`src/rtl/mlp_pkg.sv`:
```
// Shared types and default widths for the MLP feature loader.
package mlp_pkg;
  localparam int NUM_FEAT_D = 8;
  localparam int RAW_W_D    = 8;
  localparam int FEAT_W_D   = 4;
  localparam int CLS_W      = 2;

  typedef enum logic [1:0] {
    ST_LOAD   = 2'd0,
    ST_SETTLE = 2'd1,
    ST_OUT    = 2'd2
  } state_e;
endpackage

```
`src/rtl/mlp_quant.sv`:
```
// Combinational raw-sample to feature quantizer.
// Truncates by default; QUANT_ROUND_EN selects round-to-nearest with saturation.
module mlp_quant #(
  parameter int RAW_W  = 8,
  parameter int FEAT_W = 4
) (
  input  logic [RAW_W-1:0]  raw_i,
  output logic [FEAT_W-1:0] q_o
);
  localparam int SH = RAW_W - FEAT_W;

`ifdef QUANT_ROUND_EN
  localparam logic [RAW_W:0] HALF = (RAW_W+1)'(1) << (SH - 1);
  logic [RAW_W:0] sum, shr;

  // One extra bit so a rounded-up full-scale sample saturates instead of wrapping.
  assign sum = {1'b0, raw_i} + HALF;
  assign shr = sum >> SH;
  assign q_o = (|shr[RAW_W:FEAT_W]) ? '1 : shr[FEAT_W-1:0];
`else
  assign q_o = FEAT_W'(raw_i >> SH);
`endif
endmodule

```
`src/rtl/mlp_feature_loader.sv`:
```
// Collects NUM_FEAT quantized samples into feat_vec, waits for the external
// classifier to settle, then presents its class. Optional macro: QUANT_ROUND_EN.
module mlp_feature_loader
  import mlp_pkg::*;
#(
  parameter int NUM_FEAT   = NUM_FEAT_D,
  parameter int RAW_W      = RAW_W_D,
  parameter int FEAT_W     = FEAT_W_D,
  parameter int SETTLE_CYC = 2
) (
  input  logic                       clk,
  input  logic                       rst_n,
  input  logic                       s_valid,
  output logic                       s_ready,
  input  logic [RAW_W-1:0]           s_data,
  input  logic                       s_last,
  output logic [NUM_FEAT*FEAT_W-1:0] feat_vec,
  input  logic [CLS_W-1:0]           cls_in,
  output logic                       m_valid,
  input  logic                       m_ready,
  output logic [CLS_W-1:0]           m_class,
  output logic                       err_frame,
  output logic [15:0]                frame_cnt
);
  localparam int IDX_W = (NUM_FEAT > 1) ? $clog2(NUM_FEAT) : 1;
  localparam logic [IDX_W-1:0] LAST_IDX = IDX_W'(NUM_FEAT - 1);
  localparam logic [3:0] SETTLE_END = 4'(SETTLE_CYC);

  state_e                     state_q, state_d;
  logic [IDX_W-1:0]           idx_q, idx_d;
  logic [NUM_FEAT*FEAT_W-1:0] feat_q, feat_d;
  logic [3:0]                 cnt_q, cnt_d;
  logic                       m_valid_q, m_valid_d;
  logic [CLS_W-1:0]           m_class_q, m_class_d;
  logic                       err_q, err_d;
  logic [15:0]                frame_cnt_q, frame_cnt_d;
  logic [FEAT_W-1:0]          q_feat;

  mlp_quant #(.RAW_W(RAW_W), .FEAT_W(FEAT_W)) u_quant (
    .raw_i (s_data),
    .q_o   (q_feat)
  );

  always_comb begin
    state_d     = state_q;
    idx_d       = idx_q;
    feat_d      = feat_q;
    cnt_d       = cnt_q;
    m_valid_d   = m_valid_q;
    m_class_d   = m_class_q;
    err_d       = 1'b0;
    frame_cnt_d = frame_cnt_q;
    case (state_q)
      ST_LOAD: begin
        if (s_valid) begin
          if (idx_q == LAST_IDX) begin
            feat_d[idx_q*FEAT_W +: FEAT_W] = q_feat;
            err_d   = ~s_last;
            idx_d   = '0;
            cnt_d   = '0;
            state_d = ST_SETTLE;
          end else if (s_last) begin
            // Short frame: drop it, keep the vector as it stands.
            err_d = 1'b1;
            idx_d = '0;
          end else begin
            feat_d[idx_q*FEAT_W +: FEAT_W] = q_feat;
            idx_d = idx_q + IDX_W'(1);
          end
        end
      end
      ST_SETTLE: begin
        // Exit at SETTLE_CYC so m_valid rises SETTLE_CYC+1 edges after the last beat.
        if (cnt_q == SETTLE_END) begin
          m_class_d = cls_in;
          m_valid_d = 1'b1;
          cnt_d     = '0;
          state_d   = ST_OUT;
        end else begin
          cnt_d = cnt_q + 4'd1;
        end
      end
      ST_OUT: begin
        if (m_ready) begin
          m_valid_d   = 1'b0;
          frame_cnt_d = frame_cnt_q + 16'd1;
          idx_d       = '0;
          state_d     = ST_LOAD;
        end
      end
      default: state_d = ST_LOAD;
    endcase
  end

  always_ff @(posedge clk or negedge rst_n) begin
    if (!rst_n) begin
      state_q     <= ST_LOAD;
      idx_q       <= '0;
      feat_q      <= '0;
      cnt_q       <= '0;
      m_valid_q   <= 1'b0;
      m_class_q   <= '0;
      err_q       <= 1'b0;
      frame_cnt_q <= '0;
    end else begin
      state_q     <= state_d;
      idx_q       <= idx_d;
      feat_q      <= feat_d;
      cnt_q       <= cnt_d;
      m_valid_q   <= m_valid_d;
      m_class_q   <= m_class_d;
      err_q       <= err_d;
      frame_cnt_q <= frame_cnt_d;
    end
  end

  assign s_ready   = (state_q == ST_LOAD);
  assign feat_vec  = feat_q;
  assign m_valid   = m_valid_q;
  assign m_class   = m_class_q;
  assign err_frame = err_q;
  assign frame_cnt = frame_cnt_q;
endmodule

```
`config.mk`:
```
export PLATFORM = sky130hd
export DESIGN_NAME = mlp_feature_loader
export DESIGN_NICKNAME = d
export VERILOG_FILES = /design/src/rtl/mlp_pkg.sv /design/src/rtl/mlp_quant.sv /design/src/rtl/mlp_feature_loader.sv
export SDC_FILE = /design/constraint.sdc
export NUM_CORES = 1
export LEC_CHECK = 0
export ABC_CLOCK_PERIOD_IN_PS = 4970
export CORE_AREA = 2 2 65 91
export DETAILED_ROUTE_END_ITERATION = 6
export DIE_AREA = 0 0 67 93
export PLACE_DENSITY = 0.82
export SLEW_MARGIN = 0
export SYNTH_ARGS = -nofsm -noshare
export SYNTH_HDL_FRONTEND = slang
export SYNTH_SLANG_ARGS = --single-unit
```
`constraint.sdc`:
```
create_clock -name clk -period 4.97 [get_ports clk]
set_input_delay 0.994 -clock clk [delete_from_list [all_inputs] [get_ports clk]]
set_output_delay 0.994 -clock clk [all_outputs]
set_load 0.01 [all_outputs]
```
==> key figures, run 1 <==
Status
  • Run status: finished, final reports clean

Yosys
  • Seq cells post-synth: 61
  • EDFF count, synth: 0
  • Mapped Nets: 253
  • Syn_area_per_cell: 12.13 um^2
  • Yosys Warn Count: 0
  • Cell Area, Synth: 2778 um^2
  • Yosys cell types: 36
  • Async SR Flop Fraction: 1.000
  • Register area share after synthesis: 0.5495
  • Post-Synthesis Cells: 229
  • Most used flip-flop cell after synthesis: dfrtp_1

Setup path
  • Worst endpoint data arrival time: 2.98 ns
  • WS Path Type: in -> reg
  • CP Max Fanout: 6
  • FF-to-FF Start: idx_q[0]$_DFFE_PN0P_
  • R2r setup slk: 2.31 ns
  • Worst reg2reg path depth: 8
  • Reg2reg end: feat_vec[11]$_DFFE_PN0P_
  • Crit end category: flip-flop
  • Worst Setup Start Kind: primary input
  • WP data required: 5.18 ns

Timing
  • Max Slew Vio Count: 0
  • Post-layout minimum cycle time: 2.765 ns
  • RSZ-0062 raised after global routing: false
  • Slew headroom: 0.4988
  • Fin. Hold Viols: 0
  • Setup TNS: 0 ns
  • Final Skew: 0.01170 ns
  • Final worst-path cycle share: 0.5564
  • Fin Hold WS: 0.4660 ns
  • F_max: 0.3617 GHz
  • Final setup viols: 0
  • Slew @ Worst Pin: 0.7518 ns

Place
  • Total placed cells including tap cells: 356
  • Port bufs: 63
  • Hpwl dp: 4.011 mm
  • Final Wtd Congestion: 0.7310

Global routing
  • First-pass GRT wire length: 9.315 mm
  • Vias in the first global route: 1912
  • Gr usage total: 0.2008
  • Largest net degree at the start of global routing: 62
  • Initial antenna violation count: 0
  • GRT overflow: 0

Clock tree
  • Worst-path clk slew: 0.07 ns
  • CTS tree: yes
  • Htree depth: 3
  • Post_cts resized: 0
  • Max Root-Sink Buffers: 2
  • Root buffer cell: clkbuf_8
  • Total CTS buffers: 9
  • Clk_lat worst skew: 0.34 ns
  • Setup Fix Bufs, Post-CTS: 0
  • Hold buffers post-CTS: 0
  • Clock sink total: 61

Detailed routing
  • Routed WL: 5.516 mm
  • Routed vias: 1938
  • TritonRoute pass-1 iters: 4
  • DRT iter0 DRCs: 87
  • Detailed-route wire length per cell: 14.83 um
  • DR vias/cell: 5.210
  • Residual DRC: 0
  • Number of nets still failing antenna checks after routing: 0

Final layout
  • Layout cells sized above 1: 0.1612
  • Fin cells: 372
  • Area growth syn-to-layout: 30.72%
  • Most frequent cells in the layout: clkdlybuf4s50_1, dfrtp_1, nand2_1, mux2_2
  • N_diodes: 0
  • Layout filler cell count: 442
  • Nets: 323
  • Most common cell after layout, fill and taps aside: clkdlybuf4s50_1

Hold path
  • Hold endpoint: frame_cnt[15]$_DFFE_PN0P_
  • HP Class: reg -> reg
  • Hold Path Cell Cnt: 1
  • Hold_sp: frame_cnt[15]$_DFFE_PN0P_

Floorplan
  • Row cnt: 32
  • Die Wd: 67 um
  • Height of the chip: 93 um
  • Core area: 5445 um^2
  • I/O pins: 68
  • Starting density of the core: 0.5101
  • Die area: 6231 um^2

Power and ir drop
  • VDD IR-drop max: 332.4 uV
  • Static leakage: 1.714 nW
  • Power density cells: 393.5 nW/um^2

Job
  • Max_cap viols: 0
## power breakdown
part	switching, mW	internal [mW]
logic	0.189	0.211
clock network	0.183	0.205
registers	0.0647	0.576
total	0.437	0.992
## through the flow
step	total power, mW	util	instance area [um^2]	setup WS [ns]
5_1_grt	1.516	0.6668	3631	2.097
2_1_floorplan	0.8640	-	2778	2.516
3_5_place_dp	1.049	0.6342	3453	1.893
4_1_cts	1.442	0.6668	3631	2.222
6_report	1.429	0.6668	3631	2.205
3_3_place_gp	1.028	0.6342	3453	1.913
## final cells by class
| type | instances | area (um^2) | share of cell area |
|---|---|---|---|
| Inverter | 11 | 41.29 | 0.01137 |
| Timing Repair Buffer | 64 | 633.1 | 0.1744 |
| Clock buffer | 12 | 155.1 | 0.04273 |
| Multi-Input combinational cell | 152 | 1167 | 0.3215 |
| Sequential cell | 61 | 1526 | 0.4204 |
| Tap cell | 68 | 85.08 | 0.02343 |
| Clock inverter | 4 | 22.52 | 0.006203 |
## state kept, by name (all words and copies together) (netlist names)
signal	flops
m_class	2
feat_vec	32
idx_q	3
frame_cnt	16
err_frame	1
m_valid	1
state_q	2
cnt_q	4
## synth_stat cells, types with 2 or more instances
library cell | number | area [um^2]
nor3b_1 | 5 | 37.54
and2_1 | 2 | 12.51
inv_1 | 11 | 41.29
o21ai_0 | 9 | 45.04
mux2_2 | 26 | 292.8
xor2_1 | 7 | 61.31
mux2i_1 | 4 | 40.04
nand2b_1 | 2 | 12.51
buf_6 | 3 | 33.78
mux2_4 | 4 | 60.06
nand3_1 | 6 | 30.03
ha_1 | 9 | 112.6
nor2_1 | 10 | 37.54
and4_1 | 2 | 17.52
nand2_1 | 26 | 97.59
and3_1 | 10 | 62.56
nor2b_1 | 2 | 12.51
nand4b_1 | 2 | 17.52
nand3b_1 | 2 | 15.01
xnor2_1 | 8 | 70.07
nand4_1 | 4 | 25.02
dfrtp_1 | 61 | 1526
## worst max-delay path by stage
stage,from,endpoint,slack (ns)
after floorplan,s_last,feat_vec[10]$_DFFE_PN0P_,2.52
after global placement,s_last,feat_vec[10]$_DFFE_PN0P_,1.91
after detailed placement,s_last,feat_vec[9]$_DFFE_PN0P_,1.89
after CTS,s_last,feat_vec[11]$_DFFE_PN0P_,2.22
after global routing,s_last,feat_vec[8]$_DFFE_PN0P_,2.10
final,s_last,feat_vec[11]$_DFFE_PN0P_,2.20
## cells by family (layout without fill, tap and decap cells)
kind of cell | after synthesis | after routing | synth area share
flops | 61 | 61 | 0.5495
mux | 34 | 34 | 0.1414
fa+ha+maj | 9 | 9 | 0.04054
simple gates | 81 | 81 | 0.1644
xor+xnor | 15 | 15 | 0.04730
buf+inv | 16 | 91 | 0.03018
compound gates | 13 | 13 | 0.02658
## metal layers
layer / up-vias / GRT usage / wire [um]
met5: - / 0 / 0
met2: 50 / 0.3243 / 2942
met4: 0 / 0.08673 / 109
met1: 950 / 0.2510 / 2252
met3: 8 / 0.05174 / 211
li1: 930 / - / -
## critical path, stage by stage
cell,delay [ns]
clkdlybuf4s50_1,0.44
ha_1,0.25
nor4b_4,0.41
o211a_1,0.24
and3_1,0.31
mux2_4,0.33
Note: power is estimated with default switching activity, not from simulation.
==> inputs of run 2 (changes only) <==
--- a/config.mk
+++ b/config.mk
@@ -5,11 +5,11 @@
 export SDC_FILE = /design/constraint.sdc
 export NUM_CORES = 1
 export LEC_CHECK = 0
-export ABC_CLOCK_PERIOD_IN_PS = 4970
-export CORE_AREA = 2 2 65 91
+export ABC_CLOCK_PERIOD_IN_PS = 2400
+export CORE_AREA = 2 2 71 100
 export DETAILED_ROUTE_END_ITERATION = 6
-export DIE_AREA = 0 0 67 93
-export PLACE_DENSITY = 0.82
+export DIE_AREA = 0 0 73 102
+export PLACE_DENSITY = 0.73
 export SLEW_MARGIN = 0
 export SYNTH_ARGS = -nofsm -noshare
 export SYNTH_HDL_FRONTEND = slang
==> constraint.sdc (replaced) <==
create_clock -name clk -period 2.4 [get_ports clk]
set_input_delay 0.48 -clock clk [delete_from_list [all_inputs] [get_ports clk]]
set_output_delay 0.48 -clock clk [all_outputs]
set_load 0.01 [all_outputs]
==> key figures, run 2 (synthesized netlist as in run 1, its figures left out) <==
Status
  • Run status: finished, final reports clean (unchanged)

Place
  • Final Wtd Congestion: 0.7588 (was 0.7310)
  • Setup slack at placement: -0.1317 ns (was 1.893 ns)
  • Port bufs: 63 (unchanged)
  • Total placed cells including tap cells: 368 (was 356)
  • Hpwl dp: 3.919 mm (was 4.011 mm)

Final layout
  • Register Area: 1526 um^2 (unchanged)
  • Most frequent cells in the layout: clkdlybuf4s50_1, dfrtp_1, nand2_1, mux2_2, inv_1 (was clkdlybuf4s50_1, dfrtp_1, nand2_1, mux2_2)
  • Area growth syn-to-layout: 33.96% (was 30.72%)
  • Max reg flops: 32 (unchanged)
  • Fin cells: 384 (was 372)
  • Fin util: 0.5703 (was 0.6668)
  • Nets: 329 (was 323)
  • N_diodes: 0 (unchanged)
  • Layout cells sized above 1: 0.1839 (was 0.1612)
  • Layout filler cell count: 560 (was 442)
  • Area of the multi-input gates: 1169 um^2 (was 1167 um^2)
  • Most common cell after layout, fill and taps aside: clkdlybuf4s50_1 (unchanged)

Power and ir drop
  • Pint: 2.235 mW (was 0.9924 mW)
  • VDD IR-drop max: 554.4 uV (was 332.4 uV)
  • Gate power share: 0.276 (was 0.280)
  • Static leakage: 1.757 nW (was 1.714 nW)
  • Clk pwr share: 0.310 (was 0.272)
  • Share of power burned in registers: 0.413 (was 0.448)
  • Sw Pwr: 0.9214 mW (was 0.4366 mW)
  • Switching share of total power: 0.2919 (was 0.3055)
  • Power density cells: 848.2 nW/um^2 (was 393.5 nW/um^2)

Setup path
  • WS Path Type: reg -> reg (was in -> reg)
  • WP data required: 2.62 ns (was 5.18 ns)
  • Reg2reg end: feat_vec[9]$_DFFE_PN0P_ (was feat_vec[11]$_DFFE_PN0P_)
  • Setup crit end: feat_vec[9]$_DFFE_PN0P_ (was feat_vec[11]$_DFFE_PN0P_)
  • Worst reg2reg path depth: 8 (unchanged)
  • Start point of the critical path: idx_q[0]$_DFFE_PN0P_ (was s_last)
  • FF-to-FF Start: idx_q[0]$_DFFE_PN0P_ (unchanged)
  • Crit end category: flip-flop (unchanged)
  • Worst Setup Start Kind: flip-flop (was primary input)
  • CP Max Fanout: 4 (was 6)
  • R2r setup slk: 0.14 ns (was 2.31 ns)
  • Worst endpoint data arrival time: 2.48 ns (was 2.98 ns)

Clock tree
  • CTS tree: yes (unchanged)
  • Max Root-Sink Buffers: 2 (unchanged)
  • Htree depth: 3 (unchanged)
  • Clock sink total: 61 (unchanged)
  • Worst-path clk slew: 0.07 ns (about the same)
  • Total CTS buffers: 9 (unchanged)
  • Root buffer cell: clkbuf_8 (unchanged)
  • Clk_lat worst skew: 0.34 ns (about the same)
  • Hold buffers post-CTS: 0 (unchanged)
  • Setup Fix Bufs, Post-CTS: 0 (unchanged)

Timing
  • Slew @ Worst Pin: 0.7653 ns (was 0.7518 ns)
  • RSZ-0062 raised after global routing: false (unchanged)
  • Final setup viols: 0 (unchanged)
  • Post-layout minimum cycle time: 2.259 ns
  • Final worst-path cycle share: 0.9412
  • Fin. Hold Viols: 0 (unchanged)
  • Worst Setup Slack, final: 0.1412 ns (was 2.205 ns)
  • F_max: 0.4427 GHz
  • Max Slew Vio Count: 0 (unchanged)
  • Final Skew: 0.008181 ns (was 0.01170 ns)
  • Slew headroom: 0.4898 (was 0.4988)

Detailed routing
  • DR vias/cell: 5.036 (was 5.210)
  • Routed WL: 5.461 mm (was 5.516 mm)
  • Routed vias: 1934 (was 1938)
  • Detailed-route wire length per cell: 14.22 um (was 14.83 um)
  • Residual DRC: 0 (unchanged)
  • TritonRoute pass-1 iters: 4 (unchanged)
  • Number of nets still failing antenna checks after routing: 0 (unchanged)
  • DRT iter0 DRCs: 63 (was 87)

Global routing
  • Largest net degree at the start of global routing: 62 (unchanged)
  • First-pass GRT wire length: 9.183 mm (was 9.315 mm)
  • GRT overflow: 0 (unchanged)
  • Gr usage total: 0.1610 (was 0.2008)
  • Vias in the first global route: 1954 (was 1912)
  • Initial antenna violation count: 0 (unchanged)

Hold path
  • HP Class: in -> async (was reg -> reg)

Floorplan
  • Core area: 6525 um^2 (was 5445 um^2)
  • Die Wd: 73 um (was 67 um)
  • Height of the chip: 102 um (was 93 um)
  • Die area: 7446 um^2 (was 6231 um^2)
  • Row cnt: 35 (was 32)
  • Starting density of the core: 0.4257 (was 0.5101)
  • I/O pins: 68 (unchanged)

Job
  • Max_cap viols: 0 (unchanged)
run 2: changes by cell type in the layout (fill, tap and decap cells not counted):
cell,delta
and3_1,-1
and3_2,+1
buf_4,+6
bufinv_16,+2
clkbuf_1,-1
clkbuf_8,-2
clkinvlp_4,+1
run 2: worst max-delay path, stage by stage, from the launching register on:
cell	delay, ns
dfrtp_1	0.37
ha_1	0.17
ha_1	0.21
inv_1	0.08
ha_1	0.21
nor4b_4	0.28
o211a_1	0.23
and3_2	0.28
mux2_4	0.31
run 2: worst min path at each step:
stage	slack, ns	cells after the start	startpoint	to
2_1_floorplan	0.18	0	rst_n	cnt_q[0]$_DFFE_PN0P_
3_3_place_gp	0.45	1	frame_cnt[15]$_DFFE_PN0P_	frame_cnt[15]$_DFFE_PN0P_
3_5_place_dp	0.47	1	frame_cnt[15]$_DFFE_PN0P_	frame_cnt[15]$_DFFE_PN0P_
4_1_cts	0.32	2	rst_n	frame_cnt[5]$_DFFE_PN0P_
5_1_grt	0.36	2	rst_n	m_class[1]$_DFFE_PN0P_
6_report	0.27	2	rst_n	m_class[1]$_DFFE_PN0P_
run 2: timing repair:
item	in CTS	in global routing
pin swaps	0	1
endpoints found under the hold margin	0	0
cloned	0	0
resized for setup	1	0
setup endpoints to repair	1	9
run 2: cell type report:
cell class | instances | area share
clock inverters | 7 | 0.02421
well taps | 74 | 0.02488
clock buffers | 9 | 0.03329
flip-flops and latches | 61 | 0.4102
repair buffers | 70 | 0.1822
multi-input cells | 152 | 0.3141
inverters | 11 | 0.01110
run 2: layer usage:
| layer | share of wire | up-vias | GRT usage |
|---|---|---|---|
| li1 | - | 943 | - |
| met1 | 0.44 | 944 | 0.1990 |
| met2 | 0.51 | 42 | 0.2564 |
| met3 | 0.034 | 5 | 0.04339 |
| met4 | 0.016 | 0 | 0.08262 |
| met5 | 0 | - | 0 |
run 2: power by group through the flow:
stage	logic, mW	registers (mW)	clock network [mW]
2_1_floorplan	0.432	1.36	0
3_3_place_gp	0.851	1.32	0
3_5_place_dp	0.876	1.32	0
4_1_cts	0.881	1.30	1.01
5_1_grt	0.975	1.33	1.06
6_report	0.872	1.30	0.980
run 2: stage by stage:
step	power [mW]	cell area, um^2	hold WS [ns]	setup TNS (ns)
floorplan	1.789	2778	0.1844	0
global route	3.362	3721	0.3590	0
detailed placement	2.199	3506	0.4650	-0.9430
CTS	3.196	3721	0.3176	0
global placement	2.171	3506	0.4544	-0.4048
finish	3.156	3721	0.2716	0
